File: src/rtl/avg_frame_tx_pkg.sv
// Shared definitions for the averager frame transmitter: FSM encoding and parameter defaults.
package avg_frame_tx_pkg;

  localparam int NOF_BITS_DEF     = 32;
  localparam int DEPTH_DEF        = 16;
  localparam int RESP_TIMEOUT_DEF = 255;

  typedef enum logic [1:0] {
    ST_IDLE  = 2'd0,
    ST_START = 2'd1,
    ST_SEND  = 2'd2,
    ST_WAIT  = 2'd3
  } tx_state_e;

endpackage

File: src/rtl/avg_frame_buf.sv
// Sample buffer: DEPTH x NOF_BITS register file, one write port, one combinational read port.
module avg_frame_buf #(
  parameter int NOF_BITS = 32,
  parameter int DEPTH    = 16,
  parameter int AW       = $clog2(DEPTH)
) (
  input  logic                clk,
  input  logic                we_i,
  input  logic [AW-1:0]       waddr_i,
  input  logic [NOF_BITS-1:0] wdata_i,
  input  logic [AW-1:0]       raddr_i,
  output logic [NOF_BITS-1:0] rdata_o
);

  logic [NOF_BITS-1:0] mem_q [DEPTH];

  // Storage is deliberately left unreset; only the fill count gives it meaning.
  always_ff @(posedge clk) begin
    if (we_i) mem_q[waddr_i] <= wdata_i;
  end

  assign rdata_o = mem_q[raddr_i];

endmodule

File: src/rtl/avg_frame_tx.sv
// Frame transmitter: buffers samples, emits one framed burst to the averager, captures its result.
module avg_frame_tx
  import avg_frame_tx_pkg::*;
#(
  parameter int NOF_BITS     = NOF_BITS_DEF,
  parameter int DEPTH        = DEPTH_DEF,
  parameter int RESP_TIMEOUT = RESP_TIMEOUT_DEF
) (
  input  logic                     clk,
  input  logic                     rst_n,
  input  logic                     wr_en,
  input  logic [NOF_BITS-1:0]      wr_data,
  input  logic                     send,
  output logic [$clog2(DEPTH):0]   buf_count,
  output logic                     full,
  output logic                     busy,
  output logic                     start,
  output logic                     data_first,
  output logic                     data_last,
  output logic [NOF_BITS-1:0]      data_out,
  input  logic                     avg_done,
  input  logic [NOF_BITS:0]        avg_result,
  output logic [NOF_BITS:0]        result,
  output logic                     result_valid,
  output logic                     err_empty,
  output logic                     err_timeout
);

  localparam int AW = $clog2(DEPTH);
  localparam int CW = AW + 1;
  localparam int TW = $clog2(RESP_TIMEOUT + 1);

  tx_state_e           state_q;
  logic [CW-1:0]       count_q;
  logic [AW-1:0]       rd_ptr_q;
  logic [TW-1:0]       timer_q;
  logic                start_q, first_q, last_q;
  logic [NOF_BITS-1:0] dout_q;
  logic [NOF_BITS:0]   result_q;
  logic                rvalid_q, err_empty_q, err_timeout_q;

  logic                full_d;
  logic                wr_accept_d;
  logic [CW-1:0]       count_eff_d;
  logic [AW-1:0]       rd_addr_d;
  logic [NOF_BITS-1:0] rd_data;

  assign full_d      = (count_q == CW'(DEPTH));
  assign wr_accept_d = (state_q == ST_IDLE) && wr_en && !full_d;
  assign count_eff_d = count_q + CW'(wr_accept_d);
  // Beat 0 is fetched while still in START so it is registered for the first SEND cycle.
  assign rd_addr_d   = (state_q == ST_START) ? '0 : rd_ptr_q;

  avg_frame_buf #(
    .NOF_BITS (NOF_BITS),
    .DEPTH    (DEPTH),
    .AW       (AW)
  ) u_buf (
    .clk     (clk),
    .we_i    (wr_accept_d),
    .waddr_i (count_q[AW-1:0]),
    .wdata_i (wr_data),
    .raddr_i (rd_addr_d),
    .rdata_o (rd_data)
  );

  always_ff @(posedge clk or negedge rst_n) begin
    if (!rst_n) begin
      state_q       <= ST_IDLE;
      count_q       <= '0;
      rd_ptr_q      <= '0;
      timer_q       <= '0;
      start_q       <= 1'b0;
      first_q       <= 1'b0;
      last_q        <= 1'b0;
      dout_q        <= '0;
      result_q      <= '0;
      rvalid_q      <= 1'b0;
      err_empty_q   <= 1'b0;
      err_timeout_q <= 1'b0;
    end else begin
      rvalid_q      <= 1'b0;
      err_empty_q   <= 1'b0;
      err_timeout_q <= 1'b0;
      case (state_q)
        ST_IDLE: begin
          if (wr_accept_d) count_q <= count_eff_d;
          if (send) begin
            if (count_eff_d == '0) begin
              err_empty_q <= 1'b1;
            end else begin
              start_q <= 1'b1;
              state_q <= ST_START;
            end
          end
        end
        ST_START: begin
          start_q  <= 1'b0;
          dout_q   <= rd_data;
          first_q  <= 1'b1;
          last_q   <= (count_q == CW'(1));
          rd_ptr_q <= AW'(1);
          state_q  <= ST_SEND;
        end
        ST_SEND: begin
          if (last_q) begin
            dout_q  <= '0;
            first_q <= 1'b0;
            last_q  <= 1'b0;
            timer_q <= '0;
            state_q <= ST_WAIT;
          end else begin
            dout_q   <= rd_data;
            first_q  <= 1'b0;
            last_q   <= ({1'b0, rd_ptr_q} == count_q - CW'(1));
            rd_ptr_q <= rd_ptr_q + AW'(1);
          end
        end
        ST_WAIT: begin
          timer_q <= timer_q + TW'(1);
          // A done arriving on the timeout cycle still counts as a valid response.
          if (avg_done) begin
            result_q <= avg_result;
            rvalid_q <= 1'b1;
            count_q  <= '0;
            state_q  <= ST_IDLE;
          end else if (timer_q == TW'(RESP_TIMEOUT - 1)) begin
            err_timeout_q <= 1'b1;
            count_q       <= '0;
            state_q       <= ST_IDLE;
          end
        end
        default: state_q <= ST_IDLE;
      endcase
    end
  end

  assign buf_count    = count_q;
  assign full         = full_d;
  assign busy         = (state_q != ST_IDLE);
  assign start        = start_q;
  assign data_first   = first_q;
  assign data_last    = last_q;
  assign data_out     = dout_q;
  assign result       = result_q;
  assign result_valid = rvalid_q;
  assign err_empty    = err_empty_q;
  assign err_timeout  = err_timeout_q;

endmodule

File: config.mk
export PLATFORM = sky130hd
export DESIGN_NAME = avg_frame_tx
export DESIGN_NICKNAME = d
export VERILOG_FILES = /design/src/rtl/avg_frame_tx_pkg.sv /design/src/rtl/avg_frame_buf.sv /design/src/rtl/avg_frame_tx.sv
export SDC_FILE = /design/constraint.sdc
export NUM_CORES = 1
export LEC_CHECK = 0
export CAP_MARGIN = 10
export CORE_MARGIN = 10
export CORE_UTILIZATION = 55
export DETAILED_ROUTE_END_ITERATION = 7
export PLACE_DENSITY_LB_ADDON = 0.1
export SLEW_MARGIN = 5
export SYNTH_ARGS = -nofsm -noshare
export SYNTH_HDL_FRONTEND = slang
export SYNTH_SLANG_ARGS = --single-unit
File: constraint.sdc
create_clock -name clk -period 5.1 [get_ports clk]
set_input_delay 1.02 -clock clk [delete_from_list [all_inputs] [get_ports clk]]
set_output_delay 1.02 -clock clk [all_outputs]
set_load 0.01 [all_outputs]
==> metrics.yaml <==
route:
  wl_per_cell_microns: 23.7
  drt_iter0_markers: 1217
  drt_pass1_iterations: 5
  routed_wirelength_microns: 55500
  post_drt_via_cell_ratio: 5.93
  vias: 13860
  drc: 0
  drtAntennaViolNets: 0
grt:
  grt_overflow: 0
  antenna_found_initial: 0
  grt_max_degree: 106
  grt_pass1_vias: 14010
  grt_usage: 0.207
  grt_pass1_wl_microns: 85200
timing:
  finalSetupViolCount: 0
  rsz0062_at_grt: "no"
  finalClockSkew_ps: 20.2
  tightest_slew_ps: 1230
  drv_slew: 0
  relSlewSlack: 0.180
  tns_ps: 0
  timing.fmax_mhz: 293
  setup_slack_ps: 1680
  layout_min_cycle_time_ps: 3420
  min_period_over_period: 0.670
  finalHoldViolations: 0
worst_setup_path:
  crit_chain: "nand3b_1 > buf_4 > o22ai_1 > nor2_1 > a21oi_1 > o31ai_1"
  end_kind: "flip-flop"
  slowest_stage: "nand3b_1"
  cp-start-kind: "flip-flop"
  crit_fanout: 40
  critPathKind: "reg2reg"
  critPathMaxStageDelay_ps: 1070
  required_ps: 5580
  critPathArrivalTime_ps: 3900
finish:
  areaGrowthSynthToFinish_pct: 16.1
  final_util: 0.642
  drive_above_1_share: 0.170
  diodes: 0
  final_nets: 1782
  fillers: 3237
  stdcell_area_sq_um: 28300
floorplan:
  die_area_sq_um: 53100
  rows: 77
  pin_count: 148
  die_y_microns: 230
  fp.dieW_microns: 230
  initial_core_util: 0.553
  core_area_sq_um: 44000
pwr:
  p_leak_nw: 9.81
  vdd_drop_max_mv: 0.287
  p_per_area_nw_per_um2: 349
  p_total_mw: 9.87
logic_synthesis:
  yosysSeqAreaShare: 0.724
  synth.distinct_cells: 58
  ys_warn_count: 0
  synth_area_leader_cell: "edfxtp_1"
  synth_top_area_frac: 0.632
  netlist_instances: 1580
  synth_common_cells: "edfxtp_1 (512), nand2_1 (145), mux2_2 (132), a21oi_1 (100), dfrtp_1 (90)"
  async_flop_share: 0.150
  ys_seq_elements: 602
  syn_area_sq_um: 24300
  synth_nets: 1665
  synthMostInstantiatedCell: "edfxtp_1"
  synth.area.top_cells: "edfxtp_1 (63%), dfrtp_1 (9.3%), mux2_2 (6.1%)"
  ys.flop_type: "edfxtp_1"
  synth_edf_count: 512
  avgSynthCellArea_sq_um: 15.4
clock_network:
  ctsHoldBuffers: 0
  clk_latency_ps: 620
  ctsResizeCount: 0
  clock_path_buffers: 3
  cts.htree.levels: 2
  cts.sinks: 602
  path_clk_slew_ps: 60
  cts_tree: "yes"
  cts_setup_buffers: 0
  clockRootBuffer: "clkbuf_16"
  cts_buffers: 59
placed_design:
  finalWeightedCongestion: 0.783
  placed_cell_area_sq_um: 26300
  io_buffer_count: 147
  dp_hpwl_microns: 31700
  post-place-ws_ps: 1530
hold_path:
  hold_class: "reg2reg"
run_status:
  status: "finished, final reports clean"
flow_run:
  drv_cap: 0
-- sequential cells by signal, indices dropped and copies added, names as in the netlist, 2 cells and up --
register / count
state_q: 2
timer_q: 8
result: 33
u_buf.mem_q: 512
data_out: 32
buf_count: 5
rd_ptr_q: 4
-- worst max-delay path, delay by kind of cell, from the launching register on --
| family | cells | cell delay (ps) |
|---|---|---|
| AO/OA/AOI/OAI | 3 | 480 |
| buffers and inverters | 1 | 590 |
| flip-flops | 1 | 1050 |
| AND/OR/NAND/NOR | 2 | 1140 |
-- report_power, final --
| group | leakage, nW | internal [mW] | switching (mW) | total, mW |
|---|---|---|---|---|
| clock | 0.974 | 2.62 | 1.79 | 4.41 |
| combinational | 3.06 | 0.0466 | 0.0768 | 0.123 |
| sequential | 5.77 | 5.34 | 0 | 5.34 |
| total | 9.81 | 8.01 | 1.86 | 9.87 |
-- through the flow --
stage	std cells	hold slack [ps]
after CTS	2338	505
after detailed placement	2228	491
after global routing	2338	514
final	2338	503
after floorplan	1580	520
after global placement	2228	485
-- cell type report --
cell class / instances / area, sq um / area share
Tap cell: 592 / 741 / 0.0262
Inverter: 11 / 41.3 / 0.00146
Clock buffer: 70 / 1560 / 0.0551
Timing Repair Buffer: 160 / 1580 / 0.0559
Sequential cell: 602 / 17600 / 0.624
Multi-Input combinational cell: 863 / 6290 / 0.223
Clock inverter: 40 / 413 / 0.0146
-- cells in the final DEF (no fill, tap or decap), types with 13 or more instances in the layout --
cell type and n:
clkbuf_16 59, mux2_2 132, a22oi_1 63, clkinv_2 14, nand2_1 145, nor2b_1 66, o22ai_1 33, clkdlybuf4s50_1 146
a311oi_2 30, o21ai_0 39, clkinv_1 15, ha_1 13, a21oi_1 100, nor2_1 42, a211oi_1 31, mux2i_1 37
buf_4 13, o221ai_1 32, edfxtp_1 512, dfrtp_1 87
-- path summary, 6_finish.rpt --
path                                                 end  slack (ps)  cells after the start                    start
min in group asynchronous         result[21]$_DFFE_PN0P_         510                      1                    rst_n
worst min-delay path              result[29]$_DFFE_PN0P_         500                      1   result[29]$_DFFE_PN0P_
max in group asynchronous        data_out[0]$_DFFE_PN0P_        3570                      2                    rst_n
worst max-delay path            data_out[30]$_DFFE_PN0P_        1680                      6  rd_ptr_q[2]$_DFFE_PN0P_
worst max register to register  data_out[30]$_DFFE_PN0P_        1680                      6  rd_ptr_q[2]$_DFFE_PN0P_
worst min register to register    result[29]$_DFFE_PN0P_         500                      1   result[29]$_DFFE_PN0P_
-- cells by family after synthesis --
group / Yosys count / share of synthesized area
muxes: 169 / 0.0763
and+or+nand+nor: 316 / 0.0626
xor gates and xnor gates: 9 / 0.00324
AOI/OAI and AO/OA: 354 / 0.105
buffers and inverters: 115 / 0.0208
DFF: 602 / 0.724
adders and majority gates: 15 / 0.00771
-- routing by layer --
metal / GRT usage / share of wire
met5: 0 / 0
met4: 0.0580 / 0.019
met3: 0.0309 / 0.049
met2: 0.339 / 0.49
met1: 0.285 / 0.45
Power figures use the tool's default switching activity.
